--- src/rtl/fft_reorder_if.sv ---
// Sample stream bundle between the last R2SDF butterfly stage and the reorder block.
// Ports: start_ip/ip_re/ip_im carry the bit-reversed input stream;
//        op_re/op_im/valid_op/start_op carry the natural-order output stream.
interface fft_reorder_if #(
  parameter int W = 32
);
  logic                start_ip;
  logic signed [W-1:0] ip_re;
  logic signed [W-1:0] ip_im;
  logic signed [W-1:0] op_re;
  logic signed [W-1:0] op_im;
  logic                valid_op;
  logic                start_op;

  // master: the side producing the butterfly stream and consuming the reordered stream
  modport master (
    output start_ip, ip_re, ip_im,
    input  op_re, op_im, valid_op, start_op
  );

  // slave: the reorder block itself
  modport slave (
    input  start_ip, ip_re, ip_im,
    output op_re, op_im, valid_op, start_op
  );
endinterface

--- src/rtl/fft_reorder.sv ---
// Bit-reversed to natural order converter for a 2^N-point R2SDF FFT, using two
// ping-pong banks of 2^N complex words. Output index j of a frame whose start_ip
// was at t0 appears at t0+2^N+1+j; no backpressure (streaming, one sample/clk).
// Ports: clk, reset (async, active-high), io (fft_reorder_if.slave: input stream
// start_ip/ip_re/ip_im, registered output stream op_re/op_im/valid_op/start_op).
// Optional build macro FFT_REORDER_SCALE_EN: outputs are arithmetically shifted
// right by N (1/2^N normalization); latency is the same in both builds.
module fft_reorder #(
  parameter int N = 3,
  parameter int W = 32
) (
  input  logic          clk,
  input  logic          reset,
  fft_reorder_if.slave  io
);

  localparam int DEPTH = 1 << N;
  localparam logic [N-1:0] LAST = N'(DEPTH - 1);

  typedef enum logic {IDLE, READ} state_t;

  function automatic logic [N-1:0] bitrev(input logic [N-1:0] a);
    logic [N-1:0] r;
    for (int b = 0; b < N; b++) r[b] = a[N-1-b];
    return r;
  endfunction

  // Bank storage: deliberately not reset.
  logic signed [W-1:0] mem_re [0:1][0:DEPTH-1];
  logic signed [W-1:0] mem_im [0:1][0:DEPTH-1];

  // ---------------- write side ----------------
  logic         wr_act;
  logic [N-1:0] wr_cnt;
  logic         wr_bank;
  logic         wr_en;
  logic [N-1:0] wr_addr;
  logic         wr_done;

  // start_ip always wins: it restarts the current bank at address 0, which
  // also discards a partially written frame.
  always_comb begin
    wr_en   = 1'b0;
    wr_addr = '0;
    wr_done = 1'b0;
    if (io.start_ip) begin
      wr_en   = 1'b1;
      wr_addr = '0;
    end else if (wr_act) begin
      wr_en   = 1'b1;
      wr_addr = wr_cnt;
      wr_done = (wr_cnt == LAST);
    end
  end

  always_ff @(posedge clk or posedge reset) begin
    if (reset) begin
      wr_act  <= 1'b0;
      wr_cnt  <= '0;
      wr_bank <= 1'b0;
    end else if (io.start_ip) begin
      wr_act <= 1'b1;
      wr_cnt <= N'(1);
    end else if (wr_act) begin
      if (wr_done) begin
        wr_act  <= 1'b0;
        wr_cnt  <= '0;
        wr_bank <= ~wr_bank;
      end else begin
        wr_cnt <= wr_cnt + N'(1);
      end
    end
  end

  always_ff @(posedge clk) begin
    if (wr_en) begin
      mem_re[wr_bank][wr_addr] <= io.ip_re;
      mem_im[wr_bank][wr_addr] <= io.ip_im;
    end
  end

  // ---------------- read side ----------------
  state_t       state_q, state_d;
  logic [N-1:0] rd_idx_q, rd_idx_d;
  logic         rd_bank_q, rd_bank_d;
  logic [1:0]   full_q, full_d;
  logic         rd_en;
  logic         rd_first;
  logic         rd_release;
  logic [N-1:0] rd_idx_cur;
  logic         other_bank;

  assign other_bank = ~rd_bank_q;

  // IDLE fetches index 0 in the same cycle it sees a full bank, so the first
  // output lands one cycle after the bank fills. Banks fill and drain in the
  // same 0,1,0,1 order, so rd_bank_q always names the next bank to drain.
  always_comb begin
    state_d    = state_q;
    rd_idx_d   = rd_idx_q;
    rd_bank_d  = rd_bank_q;
    rd_en      = 1'b0;
    rd_first   = 1'b0;
    rd_release = 1'b0;
    rd_idx_cur = '0;
    unique case (state_q)
      IDLE: begin
        if (full_q[rd_bank_q]) begin
          rd_en    = 1'b1;
          rd_first = 1'b1;
          state_d  = READ;
          rd_idx_d = N'(1);
        end
      end
      READ: begin
        rd_en      = 1'b1;
        rd_idx_cur = rd_idx_q;
        rd_first   = (rd_idx_q == '0);
        if (rd_idx_q == LAST) begin
          rd_release = 1'b1;
          rd_bank_d  = other_bank;
          rd_idx_d   = '0;
          state_d    = full_q[other_bank] ? READ : IDLE;
        end else begin
          rd_idx_d = rd_idx_q + N'(1);
        end
      end
      default: state_d = IDLE;
    endcase
  end

  // Release and fill of the two banks are independent and may coincide.
  always_comb begin
    full_d = full_q;
    if (rd_release) full_d[rd_bank_q] = 1'b0;
    if (wr_done)    full_d[wr_bank]   = 1'b1;
  end

  always_ff @(posedge clk or posedge reset) begin
    if (reset) begin
      state_q   <= IDLE;
      rd_idx_q  <= '0;
      rd_bank_q <= 1'b0;
      full_q    <= '0;
    end else begin
      state_q   <= state_d;
      rd_idx_q  <= rd_idx_d;
      rd_bank_q <= rd_bank_d;
      full_q    <= full_d;
    end
  end

  // ---------------- output register ----------------
  logic [N-1:0]        rd_addr;
  logic signed [W-1:0] rd_re, rd_im;
  logic signed [W-1:0] op_re_q, op_im_q;
  logic                valid_q, start_q;

  assign rd_addr = bitrev(rd_idx_cur);
  assign rd_re   = mem_re[rd_bank_q][rd_addr];
  assign rd_im   = mem_im[rd_bank_q][rd_addr];

  always_ff @(posedge clk or posedge reset) begin
    if (reset) begin
      op_re_q <= '0;
      op_im_q <= '0;
      valid_q <= 1'b0;
      start_q <= 1'b0;
    end else if (rd_en) begin
`ifdef FFT_REORDER_SCALE_EN
      op_re_q <= rd_re >>> N;
      op_im_q <= rd_im >>> N;
`else
      op_re_q <= rd_re;
      op_im_q <= rd_im;
`endif
      valid_q <= 1'b1;
      start_q <= rd_first;
    end else begin
      op_re_q <= '0;
      op_im_q <= '0;
      valid_q <= 1'b0;
      start_q <= 1'b0;
    end
  end

  assign io.op_re    = op_re_q;
  assign io.op_im    = op_im_q;
  assign io.valid_op = valid_q;
  assign io.start_op = start_q;

endmodule

--- src/flat_wrapper.sv ---
// flat-port wrapper written by rule: the top's interface ports become plain ports
module fft_reorder_flat 
#(
  parameter int N = 3,
  parameter int W = 32
)
  (clk, reset, io_start_ip, io_ip_re, io_ip_im, io_op_re, io_op_im, io_valid_op, io_start_op);
  fft_reorder_if #(.W(W)) io_i ();
  input  logic clk;
  input  logic reset;
  input wire logic [$bits(io_i.start_ip)-1:0] io_start_ip;
  input wire logic [$bits(io_i.ip_re)-1:0] io_ip_re;
  input wire logic [$bits(io_i.ip_im)-1:0] io_ip_im;
  output wire logic [$bits(io_i.op_re)-1:0] io_op_re;
  output wire logic [$bits(io_i.op_im)-1:0] io_op_im;
  output wire logic [$bits(io_i.valid_op)-1:0] io_valid_op;
  output wire logic [$bits(io_i.start_op)-1:0] io_start_op;
  assign io_i.start_ip = io_start_ip;
  assign io_i.ip_re = io_ip_re;
  assign io_i.ip_im = io_ip_im;
  assign io_op_re = io_i.op_re;
  assign io_op_im = io_i.op_im;
  assign io_valid_op = io_i.valid_op;
  assign io_start_op = io_i.start_op;
  fft_reorder #(.N(N), .W(W)) u_core (.clk(clk), .reset(reset), .io(io_i));
endmodule
--- config.mk ---
export PLATFORM = sky130hd
export DESIGN_NAME = fft_reorder_flat
export DESIGN_NICKNAME = d
export VERILOG_FILES = /design/src/rtl/fft_reorder_if.sv /design/src/rtl/fft_reorder.sv /design/src/flat_wrapper.sv
export SDC_FILE = /design/constraint.sdc
export NUM_CORES = 1
export LEC_CHECK = 0
export ABC_AREA = 1
export BUFFER_PORTS_ARGS = -buffer_cell sky130_fd_sc_hd__buf_2
export CELL_PAD_IN_SITES_DETAIL_PLACEMENT = 1
export CELL_PAD_IN_SITES_GLOBAL_PLACEMENT = 1
export CORE_MARGIN = 1.5
export CORE_UTILIZATION = 45
export DETAILED_ROUTE_END_ITERATION = 8
export PLACE_DENSITY_LB_ADDON = 0.1
export RECOVER_POWER = 50
export SETUP_SLACK_MARGIN = 0.1
export SKIP_CTS_REPAIR_TIMING = 1
export SYNTH_ARGS = -nofsm -noshare
export SYNTH_HDL_FRONTEND = slang
export SYNTH_SLANG_ARGS = --single-unit
--- constraint.sdc ---
create_clock -name clk -period 11 [get_ports clk]
set_input_delay 1.65 -clock clk [delete_from_list [all_inputs] [get_ports clk]]
set_output_delay 1.65 -clock clk [all_outputs]
set_load 0.01 [all_outputs]
# Word level (Yosys, flattened, before mapping)
# Memory sizes are Yosys's and may differ from the RTL's.
# Index checks and enable logic that the tools add are counted.
totals:
  latch_bits: 0
  n_memories: 2
  register_bits: 78
  in_bits: 67
  ramBits: 1024
  out_inout_bits: 66
  mem_bits_ro: 0
mem_list:
  columns: ["memory", "depth", "width", "read_ports", "rd_clocked_by_memory_dff", "wr", "line", "source"]
  rows:
  - ["u_core.mem_im", 2, 256, 1, 0, 1, "fft_reorder.sv:30", "logic signed [W-1:0] mem_im [0:1][0:DEPTH-1];"]
  - ["u_core.mem_re", 2, 256, 1, 0, 1, "fft_reorder.sv:29", "logic signed [W-1:0] mem_re [0:1][0:DEPTH-1];"]
op_classes:
  bitwise_logic: 9
  div: 0
  shifts: 0
  eq_ne: 3
  multipliers: 0
  addsub: 2
  magnitude_cmp: 8
  reduce_logical: 7
  mux: 48
ops:
  columns: ["cell", "n"]
  rows:
  - ["256-bit 2-to-1 mux", 1]
  - ["32-bit 2-to-1 mux", 7]
  - ["32-bit binary-select mux with 3-bit select", 2]
  - ["32-bit demux with 3-bit select", 1]
  - ["3-bit 2-to-1 mux", 8]
  - ["1-bit 2-to-1 mux", 21]
  - ["4-bit greater-or-equal comparator (second input constant)", 2]
  - ["3-bit NOT with 4-bit output", 2]
  - ["3-bit by 1-bit adder with 3-bit output (second input constant)", 2]
  - ["3-bit == test (second input constant)", 2]
  - ["1-bit by 2-bit less-than comparator with 1-bit output (second input constant)", 3]
  - ["1-bit one-hot mux with 2 select lines", 3]
  - ["3-bit one-hot mux with 2 select lines", 1]
  - ["4-bit by 1-bit less-than comparator with 1-bit output (second input constant)", 1]
  - ["2-bit 2-to-1 mux", 2]
  - ["1-bit NOT", 4]
  - ["1-bit logical AND", 3]
  - ["3-bit zero test", 1]
  - ["3-bit AND reduction", 1]
  - ["2-bit bitwise AND", 1]
  - ["1-bit demux with 1-bit select", 2]
  - ["1-bit greater-or-equal comparator (second input constant)", 2]
  - ["2-bit by 1-bit inequality test with 1-bit output (second input constant)", 1]
  - ["2-bit NOT", 1]
  - ["3 further kinds", 3]

# Depth between registers and ports, before layout
# Gate-level depths: netlist of the first run.
logic_depth:
  ltp_word: 9
  ltp_mapped: 10
  mapped_depth_nobuf: 7

# Least setup slack after synthesis of the first run
# No wires, ideal clock.
synth_path:
  kind: "input-to-reg"
  start: "input port io_start_ip"
  end: "memory u_core.mem_im[1][128] (netlist name) (enable)"
  path_slack_ps: 5725
  t_required_ps: 10514
  cell_stages: 7
  arrival_ps: 4789
  setup_ps: 486
  path_cell_list: "inv_1 nand2_1 inv_1 nand2_1 nor2_1 nand2_1 nor2_1"
synth_between:
  elab_chain_len: 7
  word_cells_on_any_way: 10
synth_rtl:
  columns: ["element", "line", "source"]
  rows:
  - ["start, declared", "flat_wrapper.sv:11", "input wire logic [$bits(io_i.start_ip)-1:0] io_start_ip;"]
  - ["3-bit 2-to-1 mux", "fft_reorder.sv:46", "if (io.start_ip) begin"]
  - ["3-bit NOT with 4-bit output (implied by the code)", "fft_reorder.sv:78", "mem_im[wr_bank][wr_addr] <= io.ip_im;"]
  - ["4-bit greater-or-equal comparator (implied by the code) / 4-bit by 1-bit less-than comparator with 1-bit output (equally long branches)", "fft_reorder.sv:78", null]
  - ["1-bit logical AND (implied by the code)", "fft_reorder.sv:78", null]
  - ["32-bit 2-to-1 mux (implied by the code)", "fft_reorder.sv:78", null]
  - ["32-bit demux with 3-bit select", "fft_reorder.sv:78", null]
  - ["256-bit 2-to-1 mux (implied by the code) *", "fft_reorder.sv:78", null]
  - ["end, declared", "fft_reorder.sv:30", null]
# Mark *: on every way between the ends. The rest lies on a longest branch, timed or not.

==> flow_metrics.env, run 1 <==
export IMPL_placement_setup_worst_slack_ns=6.53
export IMPL_drive_gt1_share_pct=6.81
export IMPL_critical_path_required_ns=10.84
export IMPL_ys_ff_latch=1102
export IMPL_fin_hold_ws_ns=0.552
export IMPL_buffer_ports_inserted=132
export IMPL_vias=29800
export IMPL_largest_area_contributor_in_the_synthesized_netlist="sky130_fd_sc_hd__edfxtp_1"
export IMPL_nNetsFinal=4303
export IMPL_dp_final_hpwl_um=64000
export IMPL_critPathCaptureType="asynchronous set/reset pin"
export IMPL_later_pin_clock_latency_in_the_skew_report_ns=0.71
export IMPL_final_setup_skew_ns=0.0232
export IMPL_synth_top_cell_area_share_pct=67.7
export IMPL_clock_tree_buffer_depth=3
export IMPL_most_frequently_used_flop_master_after_synthesis="sky130_fd_sc_hd__edfxtp_1"
export IMPL_setup_violations_final=0
export IMPL_synth_distinct_cells=23
export IMPL_arrival_ns=5.88
export IMPL_place_detailed_instances=5410
export IMPL_crit_fanout=47
export IMPL_achievable_frequency_mhz=166
export IMPL_first_global_vias=31400
export IMPL_synthesis_yosys_warnings=0
export IMPL_yosys_top_cells_area="sky130_fd_sc_hd__edfxtp_1, sky130_fd_sc_hd__nand2_1, sky130_fd_sc_hd__nand3_1, sky130_fd_sc_hd__inv_1, sky130_fd_sc_hd__dfrtp_1"
export IMPL_wl_per_cell_um=22.3
export IMPL_initial_antenna_violation_count=3
export IMPL_die_y_um=321
export IMPL_fin_crit_ns=6.04
export IMPL_timing_final_ws_setup_ns=4.96
export IMPL_failed_checks="max-capacitance violations, max-slew violations"
export IMPL_synth_fp_nets=4234
export IMPL_initial_utilization_pct=45.4
export IMPL_slew_violations=162
export IMPL_finalWirelength_um=126000
export IMPL_timing_hold_violations_final=0
export IMPL_detailed_place_area_um2=47100
export IMPL_coreArea_um2=100000
export IMPL_gpl_final_weighted_congestion=0.733
export IMPL_r2r_setup_slack_ns=5.52
export IMPL_drtIter0Drc=2227
export IMPL_globalRoute_totalOverflow=0
export IMPL_die_area_um2=103000
export IMPL_max_slew_margin_rel_pct=-173
export IMPL_drc=0
export IMPL_share_of_flip_flops_with_an_asynchronous_set_or_reset_pct=7.08
export IMPL_filler_free_cell_count_of_the_finished_design=5634
export IMPL_final_setup_tns_ns=0
export IMPL_die_width_um=321
export IMPL_cts_htree_levels=3
export IMPL_netlist_instances=4162
export IMPL_worstMarginPinSlew_ns=4.09
export IMPL_cts_reportedPaths_clkPinSlew_ns=0.06
export IMPL_cellLeakagePower_nw=20.8
export IMPL_cts_tree="yes"
export IMPL_worstSetupPathType="in2async"
export IMPL_placement_rows=116
export IMPL_cts_num_sinks=1102
export IMPL_holdCritPathClass="reg2reg"
export IMPL_rsz0062_at_grt="false"
export IMPL_route_antenna_remaining_nets=0
export IMPL_synth_area_um2=45400
export IMPL_cts_root_buf="sky130_fd_sc_hd__clkbuf_16"
export IMPL_avgSynthCellArea_um2=10.9
export IMPL_library_cell_with_the_highest_instance_count_after_synthesis="sky130_fd_sc_hd__nand2_1"
export IMPL_yosysSeqAreaShare_pct=72.0
export IMPL_stdcell_area_um2=50800
export IMPL_power_per_cell_area_nw_per_um2=262
export IMPL_outcome="finished, violations left"
export IMPL_area_growth_synth_to_final_pct=11.9
export IMPL_tritoncts_buffers=117
export IMPL_ir_worst_vdd_mv=0.284
export IMPL_synth_top_cells_by_count="sky130_fd_sc_hd__nand2_1, sky130_fd_sc_hd__edfxtp_1, sky130_fd_sc_hd__nand3_1, sky130_fd_sc_hd__inv_1, sky130_fd_sc_hd__nor2_1"
export IMPL_grt_pass1_wl_um=191000
export IMPL_cp_start_kind="input port"
export IMPL_final_core_utilization_pct=50.8
export IMPL_firstDrtPassIters=5
export IMPL_number_of_flops_mapped_to_enable_cells_by_yosys=1024
export IMPL_totalPowerFinal_mw=13.3
export IMPL_timing_max_cap_violations=4
export IMPL_grt_max_degree=183
export IMPL_routed_via_density=5.29
export IMPL_min_period_over_period_pct=54.9
export IMPL_groute_usage_overall_pct=24.7
export IMPL_num_io_pins=133
==> where the power goes <==
| part | switching (mW) | internal (mW) | total (mW) |
|---|---|---|---|
| sequential | 0.207 | 5.15 | 5.35 |
| combinational | 3.00 | 1.04 | 4.04 |
| clock | 1.62 | 2.28 | 3.90 |
| total | 4.83 | 8.47 | 13.3 |
==> layout by cell type (no fill, tap or decap) <==
master	Yosys	layout
sky130_fd_sc_hd__nand2_8	0	1
sky130_fd_sc_hd__xor2_1	1	1
sky130_fd_sc_hd__inv_1	524	522
sky130_fd_sc_hd__buf_4	7	35
sky130_fd_sc_hd__clkinv_1	1	18
sky130_fd_sc_hd__inv_6	0	2
sky130_fd_sc_hd__ha_1	5	5
sky130_fd_sc_hd__nand2_1	1367	1365
sky130_fd_sc_hd__or2_2	1	1
sky130_fd_sc_hd__nand3_1	642	643
sky130_fd_sc_hd__buf_2	172	67
sky130_fd_sc_hd__inv_8	0	2
sky130_fd_sc_hd__clkbuf_16	0	122
sky130_fd_sc_hd__nand2_4	0	2
sky130_fd_sc_hd__o22ai_1	1	1
sky130_fd_sc_hd__dfrtp_1	78	78
sky130_fd_sc_hd__nor3_1	2	2
sky130_fd_sc_hd__diode_2	0	1
sky130_fd_sc_hd__nor2_1	215	202
sky130_fd_sc_hd__clkbuf_1	24	104
sky130_fd_sc_hd__inv_4	0	2
sky130_fd_sc_hd__clkinvlp_4	0	1
sky130_fd_sc_hd__edfxtp_1	1024	1024
sky130_fd_sc_hd__bufinv_16	0	5
sky130_fd_sc_hd__nor2_4	0	13
sky130_fd_sc_hd__clkinvlp_2	0	1
sky130_fd_sc_hd__clkbuf_8	0	21
sky130_fd_sc_hd__a22o_1	1	1
sky130_fd_sc_hd__clkinv_2	0	16
sky130_fd_sc_hd__clkinv_8	0	2
sky130_fd_sc_hd__buf_12	0	2
sky130_fd_sc_hd__o21ai_0	8	8
sky130_fd_sc_hd__a21oi_1	66	66
==> state kept, by name, indices dropped and copies added, names as in the netlist <==
signal / flops
u_core.io.op_im: 32
u_core.io.start_op: 1
u_core.io.op_re: 32
u_core.wr_act: 1
u_core.wr_bank: 1
u_core.state_q: 1
u_core.rd_idx_q: 3
u_core.io.valid_op: 1
u_core.rd_bank_q: 1
u_core.full_q: 2
u_core.mem_im: 512
u_core.mem_re: 512
u_core.wr_cnt: 3
==> worst max-delay path, cell delays in order <==
cell,delay (ns)
sky130_fd_sc_hd__buf_2,0.10
sky130_fd_sc_hd__clkinvlp_2,1.11
sky130_fd_sc_hd__clkbuf_1,2.94
==> layout make-up <==
class	count	area, um^2
Antenna cell	1	2.50
Multi-Input combinational cell	2311	9760
Tap cell	1298	1620
Sequential cell	1102	32700
Fill cell	10600	49200
Clock buffer	181	3480
Inverter	529	2010
Clock inverter	42	343
Timing Repair Buffer	170	886
==> cell families (layout without fill, tap and decap cells) <==
logic type | count (synthesis) | after routing | share of synthesized area, %
adder cells (fa/ha/maj) | 5 | 5 | 0.138
other | 0 | 1 | 0
buffers and inverters | 749 | 922 | 6.76
XOR/XNOR | 1 | 1 | 0.0193
flip-flops | 1102 | 1102 | 72.0
AO/OA/AOI/OAI | 76 | 76 | 0.849
AND/OR/NAND/NOR | 2229 | 2229 | 20.2
==> worst paths after layout <==
check | startpoint | to | cells past startpoint
min reg2reg | u_core.full_q[0] | u_core.full_q[0] | 2
min | u_core.full_q[0] | u_core.full_q[0] | 2
max reg2reg | u_core.rd_bank_q | u_core.io.op_re[22] | 9
max in group clk | u_core.rd_bank_q | u_core.io.op_re[22] | 9
min in group asynchronous | reset | u_core.io.op_re[30] | 2
max | reset | u_core.io.op_im[14] | 3
==> layer usage <==
metal | vias up | share of wire, % | track usage [%]
met5 | - | 0.020 | 0
met4 | 4 | 1.8 | 5.78
met3 | 151 | 5.2 | 3.77
met2 | 695 | 48 | 41.4
met1 | 15200 | 45 | 34.0
li1 | 13800 | - | -
Note: power is estimated with default switching activity, not from simulation.
==> inputs of run 2 (changes only) <==
==> constraint.sdc (replaced) <==
create_clock -name clk -period 5.3 [get_ports clk]
set_input_delay 0.795 -clock clk [delete_from_list [all_inputs] [get_ports clk]]
set_output_delay 0.795 -clock clk [all_outputs]
set_load 0.01 [all_outputs]
==> run 2 against run 1 <==
Net effect: the run still ends with max-capacitance violations, max-slew violations left; combinational power rose by 110%; critical path depth grew 4; routed wire length shrank 1.6%; largest power group unchanged; via count is 0.61% lower.
==> flow_metrics.env, run 2 (synthesis results as in run 1) <==
export IMPL_cellLeakagePower_nw=20.9
export IMPL_end_of_the_worst_register_to_register_path="u_core.io.op_re[0]"
export IMPL_worstSetupPathType="reg2reg"
export IMPL_timing_hold_violations_final=0
export IMPL_achievable_frequency_mhz=298
export IMPL_reg_top3="u_core.mem_im (512), u_core.mem_re (512)"
export IMPL_globalRoute_totalOverflow=0
export IMPL_cp_cell_sequence="nand2_8 -> inv_8 -> buf_12 -> nand3_1 -> nand3_1 -> nand3_1 -> a21oi_1"
export IMPL_drc=0
export IMPL_setup_violations_final=0
export IMPL_worst_r2r_cell_count=7
export IMPL_stdcell_area_um2=51000
export IMPL_drive_gt1_share_pct=6.99
export IMPL_r2r_setup_slack_ns=1.94
export IMPL_grt_max_degree=168
export IMPL_placement_rows=116
export IMPL_die_y_um=321
export IMPL_wl_per_cell_um=21.9
export IMPL_groute_usage_overall_pct=24.5
export IMPL_worstMarginPinSlew_ns=3.25
export IMPL_cts_num_sinks=1102
export IMPL_place_detailed_instances=5421
export IMPL_crit_slowest_cell="sky130_fd_sc_hd__inv_8"
export IMPL_critPathCaptureType="register"
export IMPL_rsz0062_at_grt="false"
export IMPL_later_pin_clock_latency_in_the_skew_report_ns=0.71
export IMPL_firstDrtPassIters=5
export IMPL_most_used_cells_in_the_layout_excluding_fill_and_tap_cells="sky130_fd_sc_hd__nand2_1, sky130_fd_sc_hd__edfxtp_1, sky130_fd_sc_hd__nand3_1"
export IMPL_failed_checks="max-capacitance violations, max-slew violations"
export IMPL_crit_start="u_core.state_q"
export IMPL_filler_free_cell_count_of_the_finished_design=5650
export IMPL_first_global_vias=31100
export IMPL_regToRegStartpoint="u_core.state_q"
export IMPL_worstPathBufferInverterCount=2
export IMPL_cts_root_buf="sky130_fd_sc_hd__clkbuf_16"
export IMPL_critical_path_cell_count=7
export IMPL_vias=29600
export IMPL_slew_violations=91
export IMPL_placement_setup_worst_slack_ns=1.92
export IMPL_nNetsFinal=4315
export IMPL_timing_max_cap_violations=4
export IMPL_power_per_cell_area_nw_per_um2=537
export IMPL_tritoncts_buffers=118
export IMPL_fin_hold_ws_ns=0.542
export IMPL_initial_antenna_violation_count=8
export IMPL_fin_crit_ns=3.36
export IMPL_buffer_ports_inserted=132
export IMPL_timing_critical_path_to="u_core.io.op_re[0]"
export IMPL_dp_final_hpwl_um=61600
export IMPL_worst_path_dominant_cell_family="buffers and inverters"
export IMPL_final_setup_tns_ns=0
export IMPL_max_slew_margin_rel_pct=-118
export IMPL_final_setup_skew_ns=0.0212
export IMPL_area_growth_synth_to_final_pct=12.3
export IMPL_cts_reportedPaths_clkPinSlew_ns=0.06
export IMPL_cts_htree_levels=3
export IMPL_clock_tree_buffer_depth=3
export IMPL_cpPeakStageDelay_ns=0.99
export IMPL_initial_utilization_pct=45.4
export IMPL_cp_start_kind="register"
export IMPL_cts_tree="yes"
export IMPL_nFillCells=10700
export IMPL_mostFrequentLayoutCell="sky130_fd_sc_hd__nand2_1"
export IMPL_routed_via_density=5.25
export IMPL_arrival_ns=3.97
export IMPL_grt_pass1_wl_um=189000
export IMPL_ir_worst_vdd_mv=0.426
export IMPL_detailed_place_area_um2=47300
export IMPL_die_width_um=321
export IMPL_coreArea_um2=100000
export IMPL_holdCritPathClass="in2reg"
export IMPL_die_area_um2=103000
export IMPL_route_antenna_remaining_nets=0
export IMPL_timing_final_ws_setup_ns=1.94
export IMPL_critical_path_required_ns=5.91
export IMPL_gpl_final_weighted_congestion=0.728
export IMPL_drtIter0Drc=2313
export IMPL_num_io_pins=133
export IMPL_finalWirelength_um=124000
export IMPL_outcome="finished, violations left"
export IMPL_min_period_over_period_pct=63.3
export IMPL_path_common_cell="sky130_fd_sc_hd__nand3_1"
export IMPL_crit_fanout=143
run 2: changes by cell type in the layout (fill, tap and decap cells not counted), moves of 2 or more:
cell	before	now
sky130_fd_sc_hd__buf_12	2	13
sky130_fd_sc_hd__diode_2	1	6
sky130_fd_sc_hd__clkbuf_8	21	18
sky130_fd_sc_hd__clkinv_1	18	21
sky130_fd_sc_hd__inv_6	2	5
sky130_fd_sc_hd__buf_4	35	33
sky130_fd_sc_hd__clkinv_2	16	14
sky130_fd_sc_hd__clkinv_8	2	0
run 2: power breakdown:
part	internal, mW	switching [mW]	total [mW]
Sequential	10.7	0.362	11.0
Combinational	2.21	6.12	8.33
Clock	4.67	3.37	8.04
run 2: worst min path at each step:
| stage | startpoint | endpoint | cells past startpoint |
|---|---|---|---|
| finish | io_start_ip | u_core.wr_cnt[0] | 4 |
| global route | io_start_ip | u_core.wr_cnt[0] | 4 |
| CTS | reset | u_core.io.op_im[5] | 2 |
| detailed placement | u_core.full_q[1] | u_core.full_q[1] | 2 |
| global placement | u_core.full_q[0] | u_core.state_q | 2 |
| floorplan | u_core.full_q[0] | u_core.full_q[0] | 2 |
run 2: per-stage QoR:
step	power [mW]	utilization, %
after global routing	28.9	51.0
after global placement	19.5	47.3
final	27.4	51.0
after CTS	27.7	51.1
after floorplan	16.6	-
after detailed placement	19.7	47.3
run 2: cell type report:
| type | count | area [um^2] | share of cell area, % |
|---|---|---|---|
| clock inverter | 45 | 345 | 0.677 |
| inverter | 529 | 2010 | 3.95 |
| sequential | 1102 | 32700 | 64.1 |
| timing repair buffer | 181 | 1100 | 2.16 |
| clock buffer | 178 | 3420 | 6.71 |
| antenna | 6 | 15.0 | 0.0294 |
| tap | 1298 | 1620 | 3.18 |
| multi-input combinational | 2311 | 9770 | 19.2 |
run 2: worst reg2reg max path, delay by kind of cell, from the launching register on:
family | cells | cell delay (ns)
and+or+nand+nor | 4 | 0.91
buffers and inverters | 2 | 1.55
DFF | 1 | 0.63
AOI/OAI and AO/OA | 1 | 0.18
run 2: per-layer routing:
metal / global-route usage (%) / vias to the layer above / share of wire, %
li1: - / 13800 / -
met1: 33.1 / 15000 / 45
met4: 6.68 / 4 / 2.1
met3: 2.96 / 161 / 4.4
met5: 0 / - / 0.022
met2: 41.8 / 654 / 49
